File: src/rtl/hammu_hamnhan_sequencer.sv
// hammu_hamnhan_sequencer: arbitrates two requesters onto one AXI4-Lite hammu_hamnhan_ip and runs write/poll/read jobs
`timescale 1ns/1ps
module hammu_hamnhan_sequencer #(
  parameter logic [31:0] BASE_ADDR = 32'h7c800000,
  parameter int          POLL_MAX  = 256,
  parameter int          CNT_W     = 9
) (
  input  logic        M_AXI_ACLK,
  input  logic        M_AXI_ARESET,
  input  logic        req0_valid,
  input  logic        req1_valid,
  output logic        req0_ready,
  output logic        req1_ready,
  input  logic        req0_mode,
  input  logic        req1_mode,
  input  logic [31:0] req0_a,
  input  logic [31:0] req0_b,
  input  logic [31:0] req1_a,
  input  logic [31:0] req1_b,
  output logic        rsp_valid,
  output logic        rsp_id,
  output logic [31:0] rsp_data,
  output logic        rsp_err,
  output logic        busy,
  output logic [31:0] M_AXI_AWADDR,
  output logic        M_AXI_AWVALID,
  input  logic        M_AXI_AWREADY,
  output logic [31:0] M_AXI_WDATA,
  output logic [3:0]  M_AXI_WSTRB,
  output logic        M_AXI_WVALID,
  input  logic        M_AXI_WREADY,
  input  logic [1:0]  M_AXI_BRESP,
  input  logic        M_AXI_BVALID,
  output logic        M_AXI_BREADY,
  output logic [31:0] M_AXI_ARADDR,
  output logic        M_AXI_ARVALID,
  input  logic        M_AXI_ARREADY,
  input  logic [31:0] M_AXI_RDATA,
  input  logic [1:0]  M_AXI_RRESP,
  input  logic        M_AXI_RVALID,
  output logic        M_AXI_RREADY
);
  typedef enum logic [2:0] {S_IDLE, S_WR, S_WRESP, S_RA, S_RR, S_DONE} state_t;
  state_t           r_state;
  logic             r_last;
  logic             r_mode;
  logic             r_res;
  logic [31:0]      r_b;
  logic [1:0]       r_idx;
  logic [CNT_W-1:0] r_poll;
  logic             w_req;
  logic             w_gnt;
  logic             w_aw_ok;
  logic             w_w_ok;
  logic [CNT_W-1:0] w_poll_nxt;
  assign w_req       = req0_valid | req1_valid;
  assign w_gnt       = (req0_valid & req1_valid) ? ~r_last : req1_valid;
  assign w_aw_ok     = ~M_AXI_AWVALID | M_AXI_AWREADY;
  assign w_w_ok      = ~M_AXI_WVALID | M_AXI_WREADY;
  assign w_poll_nxt  = r_poll + 1'b1;
  assign M_AXI_WSTRB = 4'hF;
  always_ff @(posedge M_AXI_ACLK or posedge M_AXI_ARESET) begin
    if (M_AXI_ARESET) begin
      r_state       <= S_IDLE;
      r_last        <= 1'b1;
      r_mode        <= 1'b0;
      r_res         <= 1'b0;
      r_b           <= '0;
      r_idx         <= '0;
      r_poll        <= '0;
      req0_ready    <= 1'b0;
      req1_ready    <= 1'b0;
      rsp_valid     <= 1'b0;
      rsp_id        <= 1'b0;
      rsp_data      <= '0;
      rsp_err       <= 1'b0;
      busy          <= 1'b0;
      M_AXI_AWADDR  <= '0;
      M_AXI_AWVALID <= 1'b0;
      M_AXI_WDATA   <= '0;
      M_AXI_WVALID  <= 1'b0;
      M_AXI_BREADY  <= 1'b0;
      M_AXI_ARADDR  <= '0;
      M_AXI_ARVALID <= 1'b0;
      M_AXI_RREADY  <= 1'b0;
    end else begin
      req0_ready <= 1'b0;
      req1_ready <= 1'b0;
      rsp_valid  <= 1'b0;
      case (r_state)
        S_IDLE: if (w_req) begin
          req0_ready    <= ~w_gnt;
          req1_ready    <= w_gnt;
          r_last        <= w_gnt;
          rsp_id        <= w_gnt;
          r_mode        <= w_gnt ? req1_mode : req0_mode;
          r_b           <= w_gnt ? req1_b : req0_b;
          r_idx         <= '0;
          r_poll        <= '0;
          busy          <= 1'b1;
          rsp_data      <= '0;
          rsp_err       <= 1'b0;
          M_AXI_AWADDR  <= BASE_ADDR + 32'h4;
          M_AXI_WDATA   <= w_gnt ? req1_a : req0_a;
          M_AXI_AWVALID <= 1'b1;
          M_AXI_WVALID  <= 1'b1;
          r_state       <= S_WR;
        end
        S_WR: begin
          if (M_AXI_AWREADY) M_AXI_AWVALID <= 1'b0;
          if (M_AXI_WREADY) M_AXI_WVALID <= 1'b0;
          if (w_aw_ok && w_w_ok) begin
            M_AXI_BREADY <= 1'b1;
            r_state      <= S_WRESP;
          end
        end
        S_WRESP: if (M_AXI_BVALID) begin
          M_AXI_BREADY <= 1'b0;
          if (M_AXI_BRESP != 2'b00) begin
            rsp_err   <= 1'b1;
            rsp_valid <= 1'b1;
            r_state   <= S_DONE;
          end else if (r_idx == 2'd2) begin
            M_AXI_ARADDR  <= BASE_ADDR + 32'hC;
            M_AXI_ARVALID <= 1'b1;
            r_res         <= 1'b0;
            r_state       <= S_RA;
          end else begin
            r_idx         <= r_idx + 2'd1;
            M_AXI_AWADDR  <= (r_idx == 2'd0) ? BASE_ADDR + 32'h8 : BASE_ADDR;
            M_AXI_WDATA   <= (r_idx == 2'd0) ? r_b : {30'b0, r_mode, 1'b1};
            M_AXI_AWVALID <= 1'b1;
            M_AXI_WVALID  <= 1'b1;
            r_state       <= S_WR;
          end
        end
        S_RA: if (M_AXI_ARREADY) begin
          M_AXI_ARVALID <= 1'b0;
          M_AXI_RREADY  <= 1'b1;
          r_state       <= S_RR;
        end
        S_RR: if (M_AXI_RVALID) begin
          M_AXI_RREADY <= 1'b0;
          if (M_AXI_RRESP != 2'b00) begin
            rsp_err   <= 1'b1;
            rsp_valid <= 1'b1;
            r_state   <= S_DONE;
          end else if (r_res) begin
            rsp_data  <= M_AXI_RDATA;
            rsp_valid <= 1'b1;
            r_state   <= S_DONE;
          end else if (M_AXI_RDATA[0]) begin
            M_AXI_ARADDR  <= BASE_ADDR + 32'h10;
            M_AXI_ARVALID <= 1'b1;
            r_res         <= 1'b1;
            r_state       <= S_RA;
          end else if (w_poll_nxt == CNT_W'(POLL_MAX)) begin
            rsp_err   <= 1'b1;
            rsp_valid <= 1'b1;
            r_state   <= S_DONE;
          end else begin
            r_poll        <= w_poll_nxt;
            M_AXI_ARVALID <= 1'b1;
            r_state       <= S_RA;
          end
        end
        S_DONE: begin
          busy    <= 1'b0;
          r_state <= S_IDLE;
        end
        default: r_state <= S_IDLE;
      endcase
    end
  end
endmodule

File: config.mk
export PLATFORM = sky130hd
export DESIGN_NAME = hammu_hamnhan_sequencer
export DESIGN_NICKNAME = d
export VERILOG_FILES = /design/src/rtl/hammu_hamnhan_sequencer.sv
export SDC_FILE = /design/constraint.sdc
export NUM_CORES = 1
export LEC_CHECK = 0
export BUFFER_PORTS_ARGS = -buffer_cell sky130_fd_sc_hd__buf_2
export CAP_MARGIN = 40
export CORE_MARGIN = 1
export CORE_UTILIZATION = 47
export CTS_CLUSTER_SIZE = 14
export DETAILED_ROUTE_END_ITERATION = 6
export HOLD_SLACK_MARGIN = 0.1
export PLACE_DENSITY = 0.85
export SLEW_MARGIN = 30
export SYNTH_ARGS = -nofsm -noshare
export SYNTH_HDL_FRONTEND = slang
export SYNTH_SLANG_ARGS = --single-unit
File: constraint.sdc
create_clock -name M_AXI_ACLK -period 4.88 [get_ports M_AXI_ACLK]
set_input_delay 0.976 -clock M_AXI_ACLK [delete_from_list [all_inputs] [get_ports M_AXI_ACLK]]
set_output_delay 0.976 -clock M_AXI_ACLK [all_outputs]
set_load 0.005 [all_outputs]
---- Word level (Yosys, flattened, before mapping) ----
Index checks and enable logic that the tools add are counted.
cells by class
  add/sub/neg operators ................... 2
  equality and inequality tests ........... 28
  muxes and demuxes ....................... 107
  bitwise operators ....................... 8
  reductions and logical operators ........ 28
operators with widths
  operator               count
  $mux W32               22
  $pmux W32 S2           4
  $mux W9                6
  $mux W1                47
  $ne A2 B2 Y1 const B   17
  $mux W3                10
  $pmux W9 S2            1
  $reduce_and A6 Y1      3
  $reduce_and A8 Y1      2
  $reduce_bool A2 Y1     8
  $pmux W3 S5            1
  $reduce_and A5 Y1      3
  $ne A3 B3 Y1 const B   4
  $pmux W1 S3            4
  $mux W2                5
  $pmux W1 S2            5
  $add A9 B1 Y9 const B  1
  $eq A9 B9 Y1 const B   1
  $reduce_and A9 Y1      1
  $reduce_bool A3 Y1     3
  $reduce_and A7 Y1      1
  $eq A3 B2 Y1 const B   2
  $eq A3 B3 Y1 const B   2
  $reduce_and A3 Y1      2
  other kinds (12)       18
word-level totals
  flip-flop bits (word level) ............. 188
  input bits .............................. 175
  output and inout bits ................... 143
  word-level logic and storage cells ...... 195

---- Longest topological paths before layout ----
Gate-level depths: netlist (run 1).
  depth in word-level cells ............... 8
  depth in mapped cells ................... 7
  gate-level depth less buffers ........... 6

---- Worst setup path before layout (run 1) ----
No wires, ideal clock.
  kind .................................... input to register
  start ................................... input port req1_valid
  end ..................................... register M_AXI_WDATA[14]
  library setup time ...................... 0.126 ns
  arrival time ............................ 2.401 ns
  data required time ...................... 4.754 ns
  slack ................................... 2.353 ns
  cell stages on the path ................. 6
  buffers on the path ..................... 2
  cells stage by stage .................... or3_4 > a211o_4 > and4_4 > buf_6 > buf_6 > a221o_1
on the way
  word-level cells in the longest chain between the ends .. 5
  elaborated cells between the ends (all ways) .. 8
  those cells by class .................... eq/ne (1); mux (4); bitwise (2); reduce/logical (1)
ends and longest elaborated chain
  what                    RTL line  RTL
  start: declaration      11        input logic req1_valid,
  $and A1 B1 Y1           57        assign w_gnt = (req0_valid & req1_valid) ? ~r_last : req1_valid;
  $mux W1                 57
  $mux W32                104       M_AXI_WDATA <= w_gnt ? req1_a : req0_a;
  $mux W32                91        S_IDLE: if (w_req) begin
  $pmux W32 S2            90        case (r_state)
  end signal: assignment  104
  end signal: assignment  131       M_AXI_WDATA <= (r_idx == 2'd0) ? r_b : {30'b0, r_mode, 1'b1};
  end: declaration        28        output logic [31:0] M_AXI_WDATA,
Parallel ways exist; a longest one is shown, timed or not. The select of a mux whose other input is x is not followed.
A chain may end at the register's enable or synchronous reset.

---- Worst setup path in the final report (run 1) ----
  start ................................... register r_state[1]
  end ..................................... register M_AXI_WDATA[10]
on the way
  word-level cells in the longest chain between the ends .. 3
  elaborated cells between the ends (all ways) .. 9
  those cells by class .................... eq/ne (5); mux (1); reduce/logical (3)
ends and longest elaborated chain
  what                                                                        RTL line  RTL
  start: declaration                                                          44        state_t r_state;
  start signal: assignment                                                    64        r_state <= S_IDLE;
  start signal: assignment                                                    107       r_state <= S_WR;
  start signal: assignment                                                    114       r_state <= S_WRESP;
  $eq A3 B2 Y1 / $logic_not A3 Y1 (equally long branches)                     90
  $ne A2 B2 Y1 (no source line) / $reduce_bool A2 Y1 (equally long branches)  -
  $reduce_and A5 Y1 (no source line)                                          -
Parallel ways exist; a longest one is shown, timed or not.

==> results of run 1 <==
==> layout by cell type (no fill, tap or decap), types with 5 or more instances in the layout <==
| cell type | synthesis | routed |
|---|---|---|
| buf_2 | 5 | 266 |
| nand2_1 | 180 | 180 |
| dfrtp_1 | 129 | 129 |
| conb_1 | 2 | 51 |
| o21ai_1 | 46 | 46 |
| mux2i_1 | 41 | 41 |
| a21oi_1 | 39 | 39 |
| a221o_1 | 30 | 30 |
| o21ai_0 | 28 | 28 |
| clkbuf_16 | 0 | 17 |
| inv_1 | 13 | 12 |
| nand2b_1 | 12 | 12 |
| nor2_1 | 10 | 10 |
| nand3_1 | 7 | 7 |
| nor4_1 | 7 | 7 |
| a21o_1 | 6 | 6 |
| buf_4 | 62 | 6 |
| and3_1 | 5 | 5 |
| clkbuf_8 | 0 | 5 |
==> metrics by stage <==
stage	std cells	total power, W	area [um^2]
after global placement	1137	0.00334	8030
final	1172	0.00465	8680
after floorplan	793	0.00280	7050
after CTS	1172	0.00469	8680
after global routing	1172	0.00497	8680
after detailed placement	1140	0.00343	8090
==> layer usage <==
metal	GRT usage	vias up	wire, um
li1	-	2959	-
met1	0.313	2850	7810
met2	0.399	234	9190
met3	0.0362	27	834
met4	0.0960	0	329
met5	0	-	0
==> cell type report <==
type	count	area [um^2]
Fill cell	1194	5360
Clock buffer	22	494
Inverter	14	55.1
Tap cell	180	225
Multi-Input combinational cell	540	3100
Clock inverter	10	97.6
Timing Repair Buffer	276	1460
Sequential cell	130	3250
==> worst reg2reg max path: stages, from the launching register on <==
cell     delay, ns
dfrtp_1       0.68
inv_1         0.30
nand4_1       0.16
buf_4         0.47
buf_12        0.32
a21oi_1       0.10
a221o_1       0.26
==> how the worst max path moves through the flow <==
| stage | startpoint | endpoint | slack (ns) | depth (start not counted) |
|---|---|---|---|---|
| final | r_state[1]$_DFFE_PP0P_ | M_AXI_WDATA[10]$_DFFE_PP0P_ | 2.48 | 6 |
| after global placement | M_AXI_RRESP[1] | rsp_data[0]$_DFFE_PP0P_ | 2.03 | 4 |
| after floorplan | M_AXI_ARESET | M_AXI_ARADDR[29]$_DFFE_PP0P_ | 0.44 | 1 |
| after CTS | r_state[1]$_DFFE_PP0P_ | M_AXI_WDATA[10]$_DFFE_PP0P_ | 2.53 | 6 |
| after global routing | r_state[1]$_DFFE_PP0P_ | M_AXI_WDATA[29]$_DFFE_PP0P_ | 2.31 | 6 |
| after detailed placement | M_AXI_RRESP[1] | rsp_data[0]$_DFFE_PP0P_ | 2.14 | 5 |
==> flip-flops by register name, indices dropped and copies added (netlist names), 2 cells and up <==
name / cells
M_AXI_WDATA: 32
r_b: 32
rsp_data: 32
r_poll: 9
M_AXI_ARADDR: 3
M_AXI_AWADDR: 3
r_state: 3
r_idx: 2
==> logic make-up (layout without fill, tap and decap cells) <==
family          after synthesis  after routing  share of synthesized area
simple gates                262            262                      0.177
mux                          43             43                     0.0631
compound gates              181            181                      0.173
flops                       130            130                      0.474
buf+inv                     123            322                      0.106
fa+ha+maj                     3              3                    0.00547
other cells                   2             51                    0.00109
==> power by group <==
part | switching, W | internal (W) | total (W)
combinational | 0.000899 | 0.000728 | 0.00163
sequential | 0.000296 | 0.00149 | 0.00179
clock | 0.000464 | 0.000771 | 0.00124
total | 0.00166 | 0.00299 | 0.00465
==> flow_summary.yaml, run 1 <==
place:
  port-buffer-count: 266
  gp_congestion: 0.848
  dp_slack_ns: 2.14
  dp_hpwl_mm: 13.0
sta:
  finalSetupViolCount: 0
  slew-limit-headroom: 0.512
  period_share: 0.491
  max_freq_ghz: 0.417
  finalHoldViolCount: 0
  drv_slew: 0
  whs_ns: 0.480
  clock_skew_ns: 0.0109
  finalSetupTns_ns: 0
  setup_ws_ns: 2.48
  worst_pin_slew_ns: 0.732
  fin_crit_ns: 2.40
  rsz0062_at_grt: "false"
detailed_routing:
  vias_per_cell: 5.18
  routed_wirelength_mm: 18.2
  vias: 6070
  wl_per_cell_um: 15.5
  first_pass_iters: 5
  first_iter_violations: 403
  route.detailed.drc: 0
  drtAntennaViolNets: 0
grt:
  grt_max_degree: 131
  grt_antenna_before_repair: 0
  grt_pass1_vias: 5541
  grtUsageTotal: 0.240
  overflow: 0
  grt_pass1_wl_mm: 27.8
logic_synthesis:
  synth_edf_count: 0
  syn_inst: 744
  ys_seq_area_frac: 0.474
  synth_top_area_share: 0.470
  synth.area.top_cells: "dfrtp_1 47%, nand2_1 9.8%, buf_4 6.8%"
  netlist_area_um2: 6860
  synth_most_common_cell: "nand2_1"
  synth.largest_area_cell: "dfrtp_1"
  synth.top_cells.by_count: "180 x nand2_1, 129 x dfrtp_1, 62 x buf_4"
  synth_seq_cells: 130
  ys_types: 64
  synthesis.yosys.warnings: 0
  synth.avg_cell_area_um2: 9.22
  async_flop_share: 1.00
  ys.flop_type: "dfrtp_1"
floorplanning:
  core_um2: 14000
  die-area_um2: 15100
  die_w_um: 123
  start_util: 0.489
  ios: 318
  die_h_um: 123
  fp-row-count: 43
min_path:
  worstHoldEndpoint: "M_AXI_AWADDR[3]$_DFFE_PP0P_"
  hold_class: "register to register"
  worstHoldStart: "M_AXI_AWADDR[3]$_DFFE_PP0P_"
  hold_depth: 1
worst_setup_path:
  worstPathRequired_ns: 5.17
  path_max_fanout: 55
  cpPeakStageDelay_ns: 0.68
  path_cells: "inv_1, nand4_1, buf_4, buf_12, a21oi_1, a221o_1"
  arrival_ns: 2.69
  cp.buffers_inverters: 3
  regToRegEndpoint: "M_AXI_WDATA[10]$_DFFE_PP0P_"
  worstSetupStartpointType: "register"
  crit_family: "buffers and inverters"
  r2r-start: "r_state[1]$_DFFE_PP0P_"
  rrSetupSlack_ns: 2.48
  slowest_stage: "dfrtp_1"
  ff2ff_path_depth: 6
  crit_type: "register to register"
  cp-end-kind: "register"
clock_network:
  ctsResizeCount: 0
  clock_sinks: 130
  cts_tree: "built"
  cts-root-buf: "clkbuf_16"
  clockBufferDepth: 2
  cts_setup_buffers: 0
  cts_made_buffers: 17
  clkTransAtPathRegs_ns: 0.06
  htreeDepth: 4
  cts_hold_buffers: 0
  insertion_delay_ns: 0.41
finish:
  post-route-util: 0.618
  fin_nets: 1157
  drive_above_1_share: 0.328
  area_growth_pct: 26.5
  antenna_cells: 0
power_and_ir_drop:
  powerDensity_nw_per_um2: 536
  ir_worst_vdd_mv: 0.357
  p_leak_nw: 4.44
job:
  maxCapViolCount: 0
run_status:
  status: "complete, no violations"
No activity file was read; power rests on OpenSTA's default activity.
==> inputs of run 2 (changes only) <==
CORE_UTILIZATION = 43   (was 47)
PLACE_DENSITY = 0.83   (was 0.85)
clock period = 2.2 ns   (was 4.88 ns; I/O delays follow)
==> run 2 against run 1 <==
  * Die area increased by 9.2%
  * Count of clock-buffer cells in the layout decreased by 2
  * Via count is 1.3% higher
  * Sequential power increased by 120%
  * Sequential share of layout area is 1.0 points lower
  * Routed wire length is 2.4% higher
  * Total power rose by 130%
==> flow_summary.yaml, run 2 (same netlist as run 1, synthesis figures left out) <==
run_status:
  status: "complete, no violations"
floorplanning:
  die_h_um: 128
  ios: 318
  core_um2: 15400
  fp-row-count: 45
  die-area_um2: 16500
  start_util: 0.446
  die_w_um: 128
grt:
  grt_max_degree: 89
  grtUsageTotal: 0.226
  grt_pass1_wl_mm: 28.8
  grt_antenna_before_repair: 0
  grt_pass1_vias: 5628
  overflow: 0
finish:
  layout_commonest_cell: "buf_2"
  largestRegisters: "M_AXI_WDATA: 32 flops, r_b: 32 flops, rsp_data: 32 flops"
  drive_above_1_share: 0.338
  antenna_cells: 0
  fin_nets: 1174
  ff_latch_area_um2: 3250
  fin_cells: 1220
  fillers: 1362
  final_cell_mix: "266 x buf_2, 180 x nand2_1, 129 x dfrtp_1, 51 x conb_1, 46 x o21ai_1"
  area_growth_pct: 30.0
  multiInputGateArea_um2: 3100
power_and_ir_drop:
  p_leak_nw: 4.54
  ir_worst_vdd_mv: 0.721
  powerDensity_nw_per_um2: 1200
place:
  port-buffer-count: 266
  dp_cells: 1188
  gp_congestion: 0.927
  dp_hpwl_mm: 13.3
worst_setup_path:
  r2r-start: "r_state[0]$_DFFE_PP0P_"
  path_max_fanout: 14
  path_cells: "buf_12, or3b_1, o2111ai_1, a21oi_1, a21o_1"
  ff2ff_path_depth: 5
  slowest_stage: "dfrtp_1"
  worstSetupStartpointType: "register"
  worstPathRequired_ns: 2.50
  arrival_ns: 2.29
  regToRegEndpoint: "M_AXI_ARADDR[3]$_DFFE_PP0P_"
  cpPeakStageDelay_ns: 0.47
  crit_type: "register to register"
  rrSetupSlack_ns: 0.21
  cp-end-kind: "register"
  crit_family: "compound AO/OA/AOI/OAI gates"
  cp.buffers_inverters: 1
clock_network:
  clock_sinks: 130
  htreeDepth: 4
  cts_tree: "built"
  insertion_delay_ns: 0.41
  clockBufferDepth: 2
  clkTransAtPathRegs_ns: 0.06
  cts_hold_buffers: 0
  ctsResizeCount: 0
  cts_setup_buffers: 0
  cts-root-buf: "clkbuf_16"
  cts_made_buffers: 17
sta:
  fin_crit_ns: 1.99
  finalSetupTns_ns: 0
  finalHoldViolCount: 0
  drv_slew: 0
  finalSetupViolCount: 0
  max_freq_ghz: 0.504
  period_share: 0.902
  rsz0062_at_grt: "false"
  clock_skew_ns: 0.00680
detailed_routing:
  route.detailed.drc: 0
  drtAntennaViolNets: 0
  first_pass_iters: 5
  vias_per_cell: 5.04
  routed_wirelength_mm: 18.6
  vias: 6151
  first_iter_violations: 456
  wl_per_cell_um: 15.2
job:
  maxCapViolCount: 0
min_path:
  hold_class: "input pin to asynchronous set/reset pin"
run 2: final cells by class:
| type | count | share of cell area |
|---|---|---|
| timing repair buffer | 293 | 0.183 |
| multi-input combinational | 540 | 0.347 |
| clock buffer | 20 | 0.0512 |
| inverter | 14 | 0.00631 |
| tap | 211 | 0.0296 |
| clock inverter | 12 | 0.0175 |
| sequential | 130 | 0.365 |
run 2: power by group:
group	total (W)	internal (W)	leakage (nW)	switching (W)
logic	0.00391	0.00176	2.59	0.00214
clock network	0.00290	0.00184	0.289	0.00106
registers	0.00386	0.00331	1.67	0.000549
total	0.0107	0.00691	4.54	0.00375
run 2: worst max path at each step:
stage                                         endpoint              startpoint  cells after the start  slack, ns
after floorplan           M_AXI_ARADDR[29]$_DFFE_PP0P_            M_AXI_ARESET                      1       0.15
after global placement           r_poll[0]$_DFFE_PP0P_          M_AXI_RRESP[1]                      5       0.10
after detailed placement         r_poll[1]$_DFFE_PP0P_          M_AXI_RRESP[1]                      5       0.04
after CTS                  M_AXI_ARADDR[3]$_DFFE_PP0P_  r_state[0]$_DFFE_PP0P_                      5       0.23
after global routing             r_poll[1]$_DFFE_PP0P_   r_poll[0]$_DFFE_PP0P_                      5       0.13
final                      M_AXI_ARADDR[3]$_DFFE_PP0P_  r_state[0]$_DFFE_PP0P_                      5       0.21
run 2: metal layers:
layer,GRT usage,up-vias,part of all wire
met5,0,-,0
met4,0.0713,0,0.015
met3,0.0495,21,0.055
met2,0.370,230,0.50
met1,0.298,2902,0.43
li1,-,2998,-
run 2: worst register-to-register path: stages, from the launching register on:
cell and delay [ns]:
dfrtp_1 0.47, buf_12 0.19, or3b_1 0.47, o2111ai_1 0.43, a21oi_1 0.14, a21o_1 0.16
run 2: stage by stage:
stage	hold WS [ns]	utilization	instance area [um^2]	power [W]	setup WS, ns
2_1_floorplan	0.441	-	7050	0.00622	0.152
3_3_place_gp	0.454	0.540	8310	0.00764	0.101
3_5_place_dp	0.461	0.540	8310	0.00778	0.0369
4_1_cts	0.154	0.580	8920	0.0107	0.228
5_1_grt	0.159	0.580	8920	0.0114	0.125
6_report	0.142	0.580	8920	0.0107	0.215
==> inputs of run 3 (changes only) <==
clock period = 1.8 ns   (was 2.2 ns; I/O delays follow)
==> run 3 against run 2 <==
  * The run now ends with setup timing left
  * Total power rose by 34%
  * Clock power increased by 22%
  * Via count rose by 11%
  * Utilization grew 5.4 points
  * Sequential power is 24% higher
  * Count of clock-buffer cells in the layout increased by 3
  * Critical endpoint is now rsp_valid$_DFF_PP0_
==> flow_summary.yaml, run 3 (same netlist as run 1, synthesis figures left out) <==
run_status:
  status: "finished with violations"
  violations: "setup timing"
worst_setup_path:
  worstPathRequired_ns: 2.15
  regToRegEndpoint: "rsp_valid$_DFF_PP0_"
  slowest_stage: "or4_4"
  ff2ff_path_depth: 4
  r2r-start: "r_poll[4]$_DFFE_PP0P_"
  rrSetupSlack_ns: -0.10
  worstSetupStartpointType: "register"
  startpoint: "r_poll[4]$_DFFE_PP0P_"
  cp.buffers_inverters: 0
  arrival_ns: 2.25
  crit_type: "register to register"
  worst-path-stages: 4
  cp-end-kind: "register"
  crit_top_cell: "or4_4"
  cp-endpoint: "rsp_valid$_DFF_PP0_"
  cpPeakStageDelay_ns: 0.58
  crit_family: "simple AND/OR/NAND/NOR gates"
  path_max_fanout: 2
  path_cells: "or4_4, or4_4, a41oi_2, a32o_2"
grt:
  grt_antenna_before_repair: 0
  grt_pass1_vias: 5990
  grtUsageTotal: 0.242
  grt_max_degree: 65
  overflow: 0
  grt_pass1_wl_mm: 30.4
sta:
  whs_ns: 0.168
  rsz0062_at_grt: "true"
  finalHoldViolCount: 0
  finalSetupTns_ns: -0.813
  drv_slew: 0
  fin_crit_ns: 1.90
  period_share: 1.06
  finalSetupViolCount: 32
  max_freq_ghz: 0.525
  setup_ws_ns: -0.103
  clock_skew_ns: 0.00749
clock_network:
  cts_tree: "built"
  clkTransAtPathRegs_ns: 0.06
  clock_sinks: 130
  insertion_delay_ns: 0.42
  htreeDepth: 4
  cts-root-buf: "clkbuf_16"
  clockBufferDepth: 2
  cts_made_buffers: 17
finish:
  multiInputGateArea_um2: 3310
  fillers: 1276
  largestRegisters: "M_AXI_WDATA: 32 flops, r_b: 32 flops, rsp_data: 32 flops"
  ff_latch_area_um2: 3260
  final_cell_mix: "266 x buf_2, 180 x nand2_1, 127 x dfrtp_1, 66 x buf_4, 51 x conb_1"
  fin_nets: 1240
  area_growth_pct: 42.0
  drive_above_1_share: 0.399
  layout_commonest_cell: "buf_2"
  antenna_cells: 0
floorplanning:
  fp-row-count: 45
  die-area_um2: 16500
  core_um2: 15400
  start_util: 0.446
  die_h_um: 128
  ios: 318
  die_w_um: 128
detailed_routing:
  met2WireLength_mm: 11.0
  routed_wirelength_mm: 21.9
  vias: 6800
  wl_met3_mm: 1.51
  first_iter_violations: 391
  highest_layer: "met4"
  first_pass_iters: 5
  route.detailed.drc: 0
  drt-met1-wl_mm: 8.87
  wl_per_cell_um: 17.0
  drtAntennaViolNets: 0
  vias_per_cell: 5.29
power_and_ir_drop:
  p_leak_nw: 4.95
  ir_worst_vdd_mv: 0.755
  powerDensity_nw_per_um2: 1460
place:
  port-buffer-count: 266
  dp_hpwl_mm: 14.4
  gp_congestion: 0.893
min_path:
  hold_class: "input pin to register"
job:
  maxCapViolCount: 0
[run 3: worst reg2reg max path, stage by stage, from the launching register on]
cell     delay [ns]
dfrtp_1        0.40
or4_4          0.58
or4_4          0.52
a41oi_2        0.16
a32o_2         0.17
[run 3: where the power goes]
group | internal, W | total [W] | switching, W
clock | 0.00228 | 0.00355 | 0.00127
combinational | 0.00286 | 0.00592 | 0.00306
sequential | 0.00405 | 0.00477 | 0.000723
total | 0.00919 | 0.0142 | 0.00505
[run 3: worst min-delay path by stage]
stage	from	to	slack, ns	depth (start not counted)
2_1_floorplan	r_b[0]$_DFFE_PP0P_	r_b[0]$_DFFE_PP0P_	0.44	2
3_3_place_gp	M_AXI_ARESET	rsp_data[15]$_DFFE_PP0P_	0.39	2
3_5_place_dp	M_AXI_ARESET	rsp_data[15]$_DFFE_PP0P_	0.40	2
4_1_cts	M_AXI_RDATA[26]	rsp_data[26]$_DFFE_PP0P_	0.16	3
5_1_grt	M_AXI_RDATA[14]	rsp_data[14]$_DFFE_PP0P_	0.17	3
6_report	M_AXI_RDATA[26]	rsp_data[26]$_DFFE_PP0P_	0.17	3
[run 3: cell type report]
| type | instances | share of cell area |
|---|---|---|
| multi-input combinational | 544 | 0.340 |
| clock buffer | 23 | 0.0491 |
| inverter | 14 | 0.00578 |
| sequential | 130 | 0.334 |
| tap | 211 | 0.0271 |
| timing repair buffer | 355 | 0.231 |
| clock inverter | 9 | 0.0132 |
[run 3: stage by stage]
step / utilization / instance area [um^2] / instances / setup slack, ns / total power [W]
finish: 0.634 / 9740 / 1286 / -0.103 / 0.0142
global route: 0.634 / 9740 / 1286 / -0.127 / 0.0150
CTS: 0.607 / 9340 / 1264 / -0.0503 / 0.0135
detailed placement: 0.562 / 8640 / 1228 / -0.268 / 0.00987
global placement: 0.562 / 8640 / 1228 / -0.161 / 0.00966
floorplan: - / 7080 / 793 / -0.168 / 0.00762
[run 3: what timing repair did]
action,CTS,global route
resized for setup,13,26
hold buffers,1,0
buffers inserted,2,13
pin swaps,5,22
gates cloned,1,9
hold endpoints to repair,15,0
setup endpoints to repair,43,68
[run 3: layer usage]
layer	GRT usage	vias up
met1	0.298	3249
met5	0	-
met4	0.0879	0
met2	0.415	340
li1	-	3152
met3	0.0553	59
